<file path="config.mk">
export PLATFORM = sky130hd
export DESIGN_NAME = fb_stream_writer
export DESIGN_NICKNAME = d
export VERILOG_FILES = /design/src/rtl/fb_pkg.sv /design/src/rtl/fb_addr_gen.sv /design/src/rtl/fb_stream_writer.sv
export SDC_FILE = /design/constraint.sdc
export NUM_CORES = 1
export LEC_CHECK = 0
export CORE_MARGIN = 5
export CORE_UTILIZATION = 51
export DETAILED_ROUTE_END_ITERATION = 16
export PLACE_DENSITY = 0.85
export SLEW_MARGIN = 20
export SYNTH_ARGS = -nofsm -noshare
export SYNTH_HDL_FRONTEND = slang
export SYNTH_SLANG_ARGS = --single-unit
</file>
<file path="constraint.sdc">
create_clock -name PLB_clk -period 8.18 [get_ports PLB_clk]
set_input_delay 1.636 -clock PLB_clk [delete_from_list [all_inputs] [get_ports PLB_clk]]
set_output_delay 1.636 -clock PLB_clk [all_outputs]
set_load 0.01 [all_outputs]
</file>
<file path="src/rtl/fb_pkg.sv">
// Shared types and helpers for the framebuffer stream writer.
package fb_pkg;

  typedef enum logic [2:0] {IDLE, POP, LOAD, REQ, WAIT, DONE} fb_state_e;

  localparam logic [3:0] BE_ALL = 4'hF;

  function automatic int unsigned clog2(input int unsigned v);
    int unsigned r;
    r = 0;
    while ((64'd1 << r) < 64'(v)) r++;
    return r;
  endfunction

endpackage

</file>
<file path="src/rtl/fb_addr_gen.sv">
// Linear framebuffer walker: byte offset counter with frame wrap, frame_done
// pulse and double-buffered base latch.
module fb_addr_gen
  import fb_pkg::*;
#(
  parameter int unsigned FRAME_BYTES = 1228800
) (
  input  logic        clk_i,
  input  logic        rst_ni,
  input  logic        first_i,
  input  logic        step_i,
  input  logic        fb_sel_i,
  input  logic [31:0] fb_base0_i,
  input  logic [31:0] fb_base1_i,
  output logic [31:0] addr_o,
  output logic        frame_done_o
);

  localparam int unsigned OFF_W = clog2(FRAME_BYTES) + 1;

  logic [OFF_W-1:0] off_q, off_d;
  logic [29:0]      base_q, base_sel;
  logic             started_q, done_q;
  logic             unused_lsb;

  assign base_sel   = fb_sel_i ? fb_base1_i[31:2] : fb_base0_i[31:2];
  assign off_d      = off_q + OFF_W'(4);
  assign unused_lsb = ^{fb_base0_i[1:0], fb_base1_i[1:0]};

  // Reset base is never visible: the first departure from IDLE re-latches it.
  always_ff @(posedge clk_i or negedge rst_ni) begin
    if (!rst_ni) begin
      off_q     <= '0;
      base_q    <= '0;
      started_q <= 1'b0;
      done_q    <= 1'b0;
    end else begin
      done_q <= 1'b0;
      if (first_i && !started_q) begin
        base_q    <= base_sel;
        started_q <= 1'b1;
      end
      if (step_i) begin
        if (off_d == OFF_W'(FRAME_BYTES)) begin
          off_q  <= '0;
          done_q <= 1'b1;
          base_q <= base_sel;
        end else begin
          off_q <= off_d;
        end
      end
    end
  end

  assign addr_o       = {base_q, 2'b00} + 32'(off_q);
  assign frame_done_o = done_q;

endmodule

</file>
<file path="src/rtl/fb_stream_writer.sv">
// PLB IPIF master framebuffer writer: pops FIFO words, splits them into 32-bit
// single-beat writes (most significant beat first) and walks a wrapping frame.
module fb_stream_writer
  import fb_pkg::*;
#(
  parameter int unsigned FIFO_W      = 64,
  parameter int unsigned FRAME_BYTES = 1228800,
  parameter int unsigned ERR_CNT_W   = 8
) (
  input  logic                 PLB_clk,
  input  logic                 PLB_resetn,
  input  logic                 enable,
  input  logic [31:0]          fb_base0,
  input  logic [31:0]          fb_base1,
  input  logic                 fb_sel,
  input  logic [FIFO_W-1:0]    fifo_data,
  input  logic                 fifo_empty,
  output logic                 fifo_rd_en,
  output logic                 IP2Bus_MstRd_Req,
  output logic                 IP2Bus_MstWr_Req,
  output logic [31:0]          IP2Bus_Mst_Addr,
  output logic [3:0]           IP2Bus_Mst_BE,
  output logic                 IP2Bus_Mst_Lock,
  output logic                 IP2Bus_Mst_Reset,
  output logic [31:0]          IP2Bus_MstWr_d,
  input  logic                 Bus2IP_Mst_CmdAck,
  input  logic                 Bus2IP_Mst_Cmplt,
  input  logic                 Bus2IP_Mst_Error,
  input  logic                 Bus2IP_Mst_Rearbitrate,
  input  logic                 Bus2IP_Mst_Cmd_Timeout,
  input  logic [31:0]          Bus2IP_MstRd_d,
  input  logic                 Bus2IP_MstRd_src_rdy_n,
  input  logic                 Bus2IP_MstWr_dst_rdy_n,
  output logic                 frame_done,
  output logic                 busy,
  output logic [ERR_CNT_W-1:0] err_cnt
);

  localparam int unsigned NB     = FIFO_W / 32;
  localparam int unsigned BEAT_W = (NB > 1) ? clog2(NB) : 1;

  fb_state_e               state_q;
  logic [BEAT_W-1:0]       beat_q, beat_idx;
  logic [NB-1:0][31:0]     word_q, word_src;
  logic                    rd_en_q, req_q;
  logic [31:0]             addr_q, wr_d_q, beat_addr;
  logic [ERR_CNT_W-1:0]    err_q, err_d;
  logic                    go, retry, last_beat, unused_in;

  assign go        = enable & ~fifo_empty;
  assign retry     = Bus2IP_Mst_Rearbitrate | Bus2IP_Mst_Cmd_Timeout;
  assign last_beat = (beat_q == BEAT_W'(NB - 1));
  assign err_d     = (Bus2IP_Mst_Error && err_q != '1) ? err_q + ERR_CNT_W'(1) : err_q;
  assign unused_in = ^{Bus2IP_MstRd_d, Bus2IP_MstRd_src_rdy_n, Bus2IP_MstWr_dst_rdy_n};

  // Beat 0 is issued straight from the FIFO output while it is being captured.
  assign word_src = (beat_q == '0) ? fifo_data : word_q;
  assign beat_idx = BEAT_W'(NB - 1) - beat_q;

  fb_addr_gen #(.FRAME_BYTES(FRAME_BYTES)) u_addr (
    .clk_i        (PLB_clk),
    .rst_ni       (PLB_resetn),
    .first_i      (state_q == IDLE && go),
    .step_i       (state_q == DONE),
    .fb_sel_i     (fb_sel),
    .fb_base0_i   (fb_base0),
    .fb_base1_i   (fb_base1),
    .addr_o       (beat_addr),
    .frame_done_o (frame_done)
  );

  always_ff @(posedge PLB_clk or negedge PLB_resetn) begin
    if (!PLB_resetn) begin
      state_q <= IDLE;
      beat_q  <= '0;
      word_q  <= '0;
      rd_en_q <= 1'b0;
      req_q   <= 1'b0;
      addr_q  <= '0;
      wr_d_q  <= '0;
      err_q   <= '0;
    end else begin
      rd_en_q <= 1'b0;
      case (state_q)
        IDLE: if (go) begin
          rd_en_q <= 1'b1;
          state_q <= POP;
        end
        POP: begin
          beat_q  <= '0;
          state_q <= LOAD;
        end
        LOAD: begin
          if (beat_q == '0) word_q <= fifo_data;
          addr_q  <= beat_addr;
          wr_d_q  <= word_src[beat_idx];
          req_q   <= 1'b1;
          state_q <= REQ;
        end
        REQ: begin
          if (Bus2IP_Mst_CmdAck && Bus2IP_Mst_Cmplt) begin
            req_q   <= 1'b0;
            err_q   <= err_d;
            state_q <= DONE;
          end else if (retry) begin
            req_q <= 1'b1;
          end else if (Bus2IP_Mst_CmdAck) begin
            req_q   <= 1'b0;
            state_q <= WAIT;
          end
        end
        WAIT: begin
          if (Bus2IP_Mst_Cmplt) begin
            err_q   <= err_d;
            state_q <= DONE;
          end else if (retry) begin
            req_q   <= 1'b1;
            state_q <= REQ;
          end
        end
        DONE: begin
          if (!last_beat) begin
            beat_q  <= beat_q + BEAT_W'(1);
            state_q <= LOAD;
          end else if (go) begin
            rd_en_q <= 1'b1;
            state_q <= POP;
          end else begin
            state_q <= IDLE;
          end
        end
        default: state_q <= IDLE;
      endcase
    end
  end

  assign fifo_rd_en       = rd_en_q;
  assign IP2Bus_MstRd_Req = 1'b0;
  assign IP2Bus_MstWr_Req = req_q;
  assign IP2Bus_Mst_Addr  = addr_q;
  assign IP2Bus_Mst_BE    = BE_ALL;
  assign IP2Bus_Mst_Lock  = 1'b0;
  assign IP2Bus_Mst_Reset = 1'b0;
  assign IP2Bus_MstWr_d   = wr_d_q;
  assign busy             = (state_q != IDLE);
  assign err_cnt          = err_q;

endmodule

</file>
Word-level counts from Yosys, hierarchy flattened. Cells that the tools add are included.

$add $sub $neg: 5. Magnitude comparators: 1. Equal/unequal tests: 16. Multiplexer cells: 34. Bitwise gates (word level): 3. Reductions and logical operators: 13.

Operator list (count): 2-to-1 mux 30 bit (4); 2-to-1 mux 32 bit (2); 2-to-1 mux 64 bit (1); adder 32 x 22 -> 32 bit (1); 2-to-1 mux 8 bit (3); adder 22 x 3 -> 22 bit (second input constant) (1); equality test 22 x 21 -> 1 bit (second input constant) (1); 2-to-1 mux 22 bit (1); 2-to-1 mux 3 bit (6); case mux 3 bit (6 select lines) (1); case mux 8 bit (2 select lines) (1); 2-to-1 mux 1 bit (11); != test 2 bit (second input constant) (5); != test 3 bit (second input constant) (3); adder 8 x 1 -> 8 bit (second input constant) (1); != test 8 bit (second input constant) (1); AND reduction 4 bit (2); equality test 3 x 2 -> 1 bit (second input constant) (2); equality test 3 bit (second input constant) (2); nonzero test 3 bit (2); logical AND 1 bit (4); != test 4 bit (second input constant) (1); case mux 1 bit (2 select lines) (2); nonzero test 2 bit (2); 12 further kinds (12).

Flip-flop bits (word level): 196. Bits of input ports: 172. Output and inout port bits: 83. Word-level logic and storage cells: 85.

Logic depth before layout (Yosys ltp).
Depth in word-level cells: 7. Gate-level depth with buffers: 10. Gate-level depth less buffers: 10.

Cells and area by module. From an unflattened synthesis, not the netlist that was laid out.

Cells, all modules: 793. Area total of the unflattened synthesis: 8868.5 sq um.

Modules (own cells, without submodules): fb_stream_writer (instances 1, cells each 368, area each 4677.0 sq um, sequential area each 2752.6 sq um); fb_addr_gen (instances 1, cells each 425, area each 4191.5 sq um, sequential area each 1301.2 sq um).

Worst setup path before layout. Ideal clock, no wire load.

Kind: input -> register. From: in fb_sel. To: reg u_addr.base_q[0]. Library setup time: 125 ps. Data arrival time: 2988 ps. Required time: 8055 ps. Setup slack: 5067 ps. Cell stages on the path: 3. Buffers on the path: 1. Cells stage by stage: dlygate4sd3_1 > mux2_2 > mux2_4.

Word-level cells in the longest chain between the ends: 4.

RTL lines: from (decl) (line fb_stream_writer.sv:15) `input logic fb_sel,`; 2-to-1 mux 30 bit (*) (line fb_addr_gen.sv:26) `assign base_sel = fb_sel_i ? fb_base1_i[31:2] : fb_base0_i[31:2];`; 2-to-1 mux 30 bit (line fb_addr_gen.sv:39) `if (first_i && !started_q) begin`; 2-to-1 mux 30 bit (line fb_addr_gen.sv:44) `if (off_d == OFF_W'(FRAME_BYTES)) begin`; 2-to-1 mux 30 bit (*) (line fb_addr_gen.sv:43) `if (step_i) begin`; to (signal assigned) (line fb_addr_gen.sv:40) `base_q <= base_sel;`; to (signal assigned) (line fb_addr_gen.sv:47) `base_q <= base_sel;`; to (decl) (line fb_addr_gen.sv:22) `logic [29:0] base_q, base_sel;`.

Every way passes the cells marked *; elsewhere a longest branch is shown, timed or not. A chain may end at the register's enable or synchronous reset.

Worst setup path in the final report.
From: reg state_q[1]. To: out busy.

Word-level cells in the longest chain between the ends: 1.

RTL lines: from (decl) (line fb_stream_writer.sv:42) `fb_state_e state_q;`; from (signal assigned) (line fb_stream_writer.sv:74) `state_q <= IDLE;`; from (signal assigned) (line fb_stream_writer.sv:87) `state_q <= POP;`; from (signal assigned) (line fb_stream_writer.sv:91) `state_q <= LOAD;`; nonzero test 3 bit (line fb_stream_writer.sv:145) `assign busy = (state_q != IDLE);`; to (decl) (line fb_stream_writer.sv:35) `output logic busy,`.

No other way between the ends.

==> reports/qor.csv <==
metric,value,unit
port bufs,207,
# fillers,1203,
Main synth FF type,dfrtp_1,
row count,47,
Clock Skews,5.86,ps
synthesized instance count,810,
first-pass GRT wire length,35.2,mm
"area leader, netlist",dfrtp_1,
synthesis-to-finish area growth,31.2,%
reg-to-reg startpoint,u_addr.off_q[2]$_DFFE_PN0P_,
worst slack at placement,4290,ps
Clock transition at path regs,70,ps
Initial Utilization,52.2,%
worst-margin pin slew,892,ps
total core area,16600,µm²
worst-path maximum fanout,16,
Synth area leaders,"dfrtp_1 (46%), mux2_2 (8.0%), mux2_4 (5.0%), o21ai_0 (4.5%), nand2_1 (4.4%)",
Max Freq,0.271,GHz
largest net degree at the start of global routing,123,
Yosys cell types,70,
CTS resizes,0,
Final Hold Fails,0,
clk sinks,160,
register area share after synthesis,46.1,%
"FF+latch count, synth",160,
Clock Power Share,20.5,%
Finished Layout Cells,1229,
initial DRC count,616,
Skew-Pair Late Insertion Delay,430,ps
Hold Buf Count CTS,0,
DRT antenna net count,0,
max-slew violation count,0,
crit path kind,reg2out,
minimum clock period,3690,ps
Finish-stage setup viols,0,
Die X,140,µm
pwr dens,324,nW/µm²
Hold Path Depth,2,
I/O pin cnt,255,
GR Util met2,35.5,%
Max Cap Viol,0,
crit end category,output pin,
vias in the first global route,6627,
Total Wirelength,21.9,mm
Num CTS Buffers,17,
Slew HR,40.5,%
sequential power share,37.6,%
GR met3 Demand/Resource,4.26,%
CP startpoint kind,flop,
Antenna diodes,0,
internal power,2360,µW
Sw Pwr,1330,µW
Clock Tree Buf Depth,2,
area share of the largest cell type after synthesis,46.1,%
Die ar.,19700,µm²
Final period util,45.1,%
net switching share of the total power,36.1,%
Syn. warnings,0,
Final GP Congestion,0.867,
cell count after placement,1197,
dominant cell by count in the synthesized netlist,dfrtp_1,
Final Util,68.4,%
postcts setup bufs,0,
Routed wire per std cell,17.8,µm
total number of vias,6827,
DP Wirelength,15.8,mm
R2R Setup Slk,4600,ps
Gate power share,41.8,%
end of the worst register-to-register path,u_addr.base_q[5]$_DFF_PN0_,
worst-case reg-to-reg path depth,9,
detailed-router iteration count before antenna repair,5,
gr usage total,22.2,%
Lkg Pwr,0.00493,µW
Peak VDD IR,0.168,mV
hold crit path type,reg2reg,
HP Start,IP2Bus_MstWr_d[24]$_DFFE_PN0P_,
GRT Residual Overflow,0,
antenna violations before repair,0,
Worst Slack Setup Final,4490,ps
async set-reset flop share out of synthesis,100,%
hold worst-path end,IP2Bus_MstWr_d[24]$_DFFE_PN0P_,
Final nets,1192,
Mapped Area,8680,µm²
Post-synth top cells,"dfrtp_1 (160), nand2_1 (102), o21ai_0 (78)",
die span in y,140,µm
WP data required,6540,ps
layout cells sized above 1,15.2,%
DRC,0,
outcome,"complete, no violations",
TNS Setup,0,ps
Worst Path Arrival,2050,ps
root buf cell,clkbuf_16,
CTS tree,built,
vias per inst,5.55,
Post-synth EDFFs,0,
H-tree levels,4,
GR peak layer,met2,
Syn Area/Cell,10.7,µm²
RSZ-0062 raised after global routing,false,
met1 Use GR,30.1,%
cells in the final DEF (no fill, tap or decap), types with 14 or more instances in the layout:
cell	Yosys	final
a21o_1	14	14
a21oi_1	23	23
clkbuf_16	0	17
clkdlybuf4s50_1	0	205
dfrtp_1	160	159
ha_1	23	23
mux2_2	62	62
mux2_4	29	29
mux2i_1	38	38
nand2_1	102	101
nand3_1	18	18
nand4_1	14	14
nor2_1	29	28
nor3_1	15	14
o21ai_0	78	78
xnor2_1	25	25
xor2_1	20	20
flip-flops by register name, indices dropped and copies added, names as in the netlist:
signal               flops
IP2Bus_MstWr_Req         1
IP2Bus_MstWr_d          32
IP2Bus_Mst_Addr         30
beat_q                   1
err_cnt                  8
fifo_rd_en               1
state_q                  3
u_addr.base_q           30
u_addr.frame_done_o      1
u_addr.off_q            20
u_addr.started_q         1
word_q                  32
power by group through the flow:
stage | clock network [µW] | registers (µW) | logic, µW
final | 758 | 1390 | 1540
after global placement | 0 | 1380 | 1500
after detailed placement | 0 | 1390 | 1550
after floorplan | 0 | 1390 | 901
after global routing | 807 | 1430 | 1700
after CTS | 775 | 1380 | 1560
metal layers:
metal | wire length, µm | share of wire, %
met1 | 9420 | 43
met2 | 10500 | 48
met3 | 1290 | 5.9
met4 | 627 | 2.9
met5 | 0 | 0
per-stage QoR:
stage | area, µm² | hold slack (ps) | total power, µW
6_report | 11400 | 483 | 3690
5_1_grt | 11400 | 505 | 3930
4_1_cts | 11400 | 485 | 3720
3_5_place_dp | 10800 | 469 | 2940
3_3_place_gp | 10800 | 459 | 2870
2_1_floorplan | 8710 | 467 | 2290
worst max-delay path, stage by stage (launching register included):
cell	delay (ps)
dfrtp_1	620
nor3_1	430
inv_1	80
clkdlybuf4s50_1	490
cells by family after synthesis:
logic type / Yosys count / share of synthesized area [%]
XOR/XNOR: 45 / 4.54
flip-flops: 160 / 46.1
multiplexers: 129 / 17.4
AO/OA/AOI/OAI: 160 / 11.3
AND/OR/NAND/NOR: 225 / 13.1
adder cells (fa/ha/maj): 24 / 3.55
other: 2 / 0.0865
buffers and inverters: 65 / 3.95
worst max-delay path by stage:
| stage | from | end | slack [ps] |
|---|---|---|---|
| after detailed placement | fifo_empty | u_addr.base_q[10]$_DFF_PN0_ | 4290 |
| final | state_q[1]$_DFFE_PN0P_ | busy | 4490 |
| after global placement | fifo_empty | u_addr.base_q[8]$_DFF_PN0_ | 4350 |
| after CTS | state_q[1]$_DFFE_PN0P_ | busy | 4550 |
| after floorplan | fb_sel | u_addr.base_q[0]$_DFF_PN0_ | 5070 |
| after global routing | u_addr.off_q[3]$_DFFE_PN0P_ | u_addr.base_q[5]$_DFF_PN0_ | 4370 |
area by class of cell:
cell class | instances | area [µm²] | share of cell area (%)
flip-flops and latches | 160 | 4010 | 35.2
inverters | 13 | 48.8 | 0.429
well taps | 220 | 275 | 2.42
clock buffers | 17 | 425 | 3.74
clock inverters | 15 | 141 | 1.24
multi-input cells | 592 | 4390 | 38.5
repair buffers | 212 | 2110 | 18.5
Power figures use the tool's default switching activity.
